[src/rtl/interface_response_router.sv]
// Return-path router: remembers which requester won each accepted request
// and steers the in-order slave responses back to that requester.
module interface_response_router #(
    parameter int OUT_COUNT       = 2,
    parameter int SEL_W           = ($clog2(OUT_COUNT) < 1) ? 1 : $clog2(OUT_COUNT),
    parameter int MAX_OUTSTANDING = 4,
    parameter int DATA_W          = 32,
    parameter int CNT_W           = $clog2(MAX_OUTSTANDING + 1)
) (
    input  logic                 clk_i,
    input  logic                 reset_i,
    input  logic                 req_fire_i,
    input  logic [SEL_W-1:0]     req_sel_i,
    output logic                 stall_o,
    output logic [CNT_W-1:0]     outstanding_o,
    input  logic                 rsp_valid_i,
    input  logic [DATA_W-1:0]    rsp_data_i,
    output logic                 rsp_ready_o,
    output logic [OUT_COUNT-1:0] rsp_valid_o,
    output logic [DATA_W-1:0]    rsp_data_o,
    input  logic [OUT_COUNT-1:0] rsp_ready_i,
    output logic                 err_o
);

    localparam int PTR_W = $clog2(MAX_OUTSTANDING);

    logic [SEL_W-1:0] fifo_q [MAX_OUTSTANDING];
    logic [SEL_W-1:0] fifo_d [MAX_OUTSTANDING];
    logic [PTR_W-1:0] wr_ptr_q, wr_ptr_d;
    logic [PTR_W-1:0] rd_ptr_q, rd_ptr_d;
    logic [CNT_W-1:0] count_q, count_d;
    logic             err_q, err_d;

    logic             full, empty, head_ok, pop, push;
    logic [SEL_W-1:0] head;

    assign full    = (count_q == CNT_W'(MAX_OUTSTANDING));
    assign empty   = (count_q == '0);
    assign head    = fifo_q[rd_ptr_q];
    assign head_ok = ({1'b0, head} < (SEL_W + 1)'(OUT_COUNT));

    // Routing is purely combinational; ready is held low while in reset.
    always_comb begin
        rsp_valid_o = '0;
        rsp_ready_o = 1'b0;
        if (reset_i) begin
            rsp_ready_o = 1'b0;
        end else if (empty) begin
            rsp_ready_o = rsp_valid_i;
        end else if (!head_ok) begin
            rsp_ready_o = 1'b1;
        end else begin
            for (int i = 0; i < OUT_COUNT; i++) begin
                if (head == i[SEL_W-1:0]) begin
                    rsp_valid_o[i] = rsp_valid_i;
                    rsp_ready_o    = rsp_ready_i[i];
                end
            end
        end
    end

    assign pop           = rsp_valid_i & rsp_ready_o & ~empty;
    assign push          = req_fire_i & (~full | pop);
    assign stall_o       = full & ~pop;
    assign outstanding_o = count_q;
    assign rsp_data_o    = rsp_data_i;
    assign err_o         = err_q;

    always_comb begin
        fifo_d = fifo_q;
        if (push) begin
            fifo_d[wr_ptr_q] = req_sel_i;
        end
        wr_ptr_d = wr_ptr_q + PTR_W'(push);
        rd_ptr_d = rd_ptr_q + PTR_W'(pop);
        count_d  = count_q + CNT_W'(push) - CNT_W'(pop);
        err_d    = err_q
                 | (req_fire_i & full & ~pop)
                 | (rsp_valid_i & empty)
                 | (rsp_valid_i & ~empty & ~head_ok);
    end

    always_ff @(posedge clk_i or posedge reset_i) begin
        if (reset_i) begin
            for (int i = 0; i < MAX_OUTSTANDING; i++) begin
                fifo_q[i] <= '0;
            end
            wr_ptr_q <= '0;
            rd_ptr_q <= '0;
            count_q  <= '0;
            err_q    <= 1'b0;
        end else begin
            fifo_q   <= fifo_d;
            wr_ptr_q <= wr_ptr_d;
            rd_ptr_q <= rd_ptr_d;
            count_q  <= count_d;
            err_q    <= err_d;
        end
    end

endmodule

[config.mk]
export PLATFORM = sky130hd
export DESIGN_NAME = interface_response_router
export DESIGN_NICKNAME = d
export VERILOG_FILES = /design/src/rtl/interface_response_router.sv
export SDC_FILE = /design/constraint.sdc
export NUM_CORES = 1
export LEC_CHECK = 0
export ABC_AREA = 1
export CORE_UTILIZATION = 35
export DETAILED_ROUTE_END_ITERATION = 10
export GPL_TIMING_DRIVEN = 0
export PLACE_DENSITY = 0.82
export SLEW_MARGIN = 10
export SYNTH_ARGS = -nofsm -noshare
export SYNTH_HDL_FRONTEND = slang
export SYNTH_SLANG_ARGS = --single-unit
export TNS_END_PERCENT = 30
[constraint.sdc]
create_clock -name clk_i -period 3.1 [get_ports clk_i]
set_input_delay 0.62 -clock clk_i [delete_from_list [all_inputs] [get_ports clk_i]]
set_output_delay 0.62 -clock clk_i [all_outputs]
set_load 0.01 [all_outputs]
==> flow_metrics.tcl <==
set metrics [dict create \
    status "complete, no violations" \
    slew_viol_final 0 \
    p_leak_nw 0.7402 \
    cp.arrival_ns 2.15 \
    hold_violations 0 \
    routabilityCongestion 0.7434 \
    vias 854 \
    grt_usage_pct 14.16 \
    cts_buffers 3 \
    drtIter0Drc 14 \
    finalWirelength_um 1931 \
    die-area_mm2 0.003026 \
    whs_ns 0.4825 \
    criticalPathCategory "primary input to output pin" \
    overflow 0 \
    fp.dieW_um 55.01 \
    fin_crit_ns 2.774 \
    final_common_cell "clkdlybuf4s50_1" \
    grt_setup_unrepaired "false" \
    synthCells 114 \
    avgSynthCellArea_um2 8.627 \
    max_freq_ghz 0.3605 \
    clockRootBuffer "clkbuf_4" \
    core_mm2 0.002567 \
    antenna_found_initial 0 \
    skew_ns 0.006250 \
    io_pins 79 \
    ys_seq_area_share_pct 30.53 \
    grt_pass1_vias 791 \
    rows 18 \
    ys_types 25 \
    yosys_warnings 0 \
    clockBufferDepth 2 \
    diodes 0 \
    grt_first_pass_wirelength_um 2994 \
    slew_headroom_pct 82.68 \
    clk_pin_slew_worst_paths_ns 0.08 \
    drive_gt1_share_pct 32.93 \
    cp-end-kind "output pin" \
    grt_max_degree 14 \
    maxCapViolations 0 \
    finalPower_mw 0.9656 \
    timing.final.crit_share_pct 89.47 \
    wl_per_cell_um 9.954 \
    initial_core_util_pct 38.30 \
    first_pass_iters 2 \
    ir_drop_mv 0.4632 \
    hp-class "flop to flop" \
    area_delta_synth_final_pct 54.45 \
    cp.required_ns 2.48 \
    place_hpwl_um 1664 \
    final_nets 209 \
    finalSetupViolCount 0 \
    tightestPinTransition_ns 0.2584 \
    detail-route-antenna-nets 0 \
    cts.sinks 12 \
    syn_nets 158 \
    numPortBuffers 45 \
    cts_tree "built" \
    drcViolationCount 0 \
    htree_num_levels 1 \
    viasPerCell 4.402 \
    die_h_um 55.01 \
    startpoint_type "primary input" \
    final_cell_mix "clkdlybuf4s50_1, buf_4, nand2_1" \
    power.density_mw_per_mm2 635.7 \
    synthesis.area_um2 983.4 \
    ys_seq_elements 12 \
    clk-insertion-delay-late_ns 0.27 \
    crit_path_max_fanout 10 \
    fin_setup_tns_ns 0 \
]
## synth_stat cells
| library cell | count | share of area, % |
|---|---|---|
| a21oi_1 | 1 | 0.51 |
| buf_2 | 1 | 0.51 |
| buf_4 | 32 | 24 |
| clkinv_1 | 1 | 0.38 |
| dfrtp_1 | 12 | 31 |
| fa_1 | 1 | 2.0 |
| ha_1 | 4 | 5.1 |
| inv_1 | 12 | 4.6 |
| inv_2 | 1 | 0.38 |
| inv_4 | 1 | 0.64 |
| nand2_1 | 18 | 6.9 |
| nand2_2 | 2 | 1.3 |
| nand2_4 | 1 | 1.1 |
| nand2_8 | 1 | 2.0 |
| nand3_1 | 3 | 1.5 |
| nand3_2 | 4 | 4.1 |
| nand3_4 | 1 | 1.8 |
| nand3b_2 | 1 | 1.1 |
| nand4_1 | 4 | 2.5 |
| nor2_1 | 5 | 1.9 |
| nor2_2 | 2 | 1.3 |
| nor3_2 | 1 | 1.0 |
| o21a_1 | 1 | 0.76 |
| xnor2_1 | 1 | 0.89 |
| xor2_1 | 3 | 2.7 |
## state kept, by name, summed over array words and instances (netlist names)
name / flops
outstanding_o: 3
rd_ptr_q: 2
wr_ptr_q: 2
fifo_q: 4
err_o: 1
## timing repair
item                       4_1_cts  5_1_grt
setup endpoints to repair        2        1
hold buffers                     0        0
cloned                           0        0
resized for setup                1        0
pin swaps                        0        0
buffers inserted                 0        1
hold endpoints to repair         0        0
## per-layer routing
metal | GRT usage [%] | share of wire [%] | vias to the layer above
met5 | 0 | 0 | -
met4 | 6.250 | 0 | 0
met3 | 2.459 | 9.7 | 0
met2 | 27.71 | 53 | 52
met1 | 14.33 | 37 | 379
li1 | - | - | 423
## critical path, stage by stage
cell and delay, ns:
clkdlybuf4s50_1 0.52, clkinvlp_4 0.10, nand2_1 0.07, nor2_2 0.06, nand3_4 0.12, nand2_8 0.08
inv_4 0.06, clkdlybuf4s50_1 0.52
## cell families after synthesis
group / count (synthesis) / synth area share, %
AOI/OAI and AO/OA: 2 / 1.272
xor gates and xnor gates: 4 / 3.563
adders and majority gates: 5 / 7.125
and+or+nand+nor: 43 / 26.59
buffers and inverters: 48 / 30.91
DFF: 12 / 30.53
## through the flow
step	utilization [%]	setup slack [ns]	area (um^2)	instances
6_report	59.16	0.3264	1519	194
5_1_grt	59.16	0.2602	1519	194
4_1_cts	58.87	0.006283	1511	193
3_5_place_dp	57.31	-0.1674	1471	189
3_3_place_gp	57.31	-0.09397	1471	189
2_1_floorplan	-	0.5061	983.4	114
## power breakdown
| part | switching, mW | leakage [nW] | internal [mW] |
|---|---|---|---|
| sequential | 0.0763 | 0.141 | 0.233 |
| clock | 0.0533 | 0.0210 | 0.0713 |
| combinational | 0.261 | 0.578 | 0.271 |
| total | 0.390 | 0.740 | 0.575 |
## worst paths after layout
kind	from	end	slack [ns]	cells after the start
hold / removal	fifo_q[1]	fifo_q[1]	0.48	2
hold reg to reg	fifo_q[1]	fifo_q[1]	0.48	2
setup / recovery	reset_i	stall_o	0.33	8
min in group asynchronous	reset_i	outstanding_o[1]	0.73	3
setup reg to reg	rd_ptr_q[0]	outstanding_o[2]	0.87	13
max in group asynchronous	reset_i	fifo_q[3]	2.21	3
## layout make-up
| type | count | area (um^2) |
|---|---|---|
| fill | 229 | 1049 |
| timing repair buffer | 46 | 457.9 |
| multi-input combinational | 54 | 379.1 |
| sequential | 12 | 300.3 |
| buffer | 33 | 245.2 |
| inverter | 15 | 62.56 |
| tap | 30 | 37.54 |
| clock buffer | 4 | 36.28 |
(Power assumes the default switching activity.)
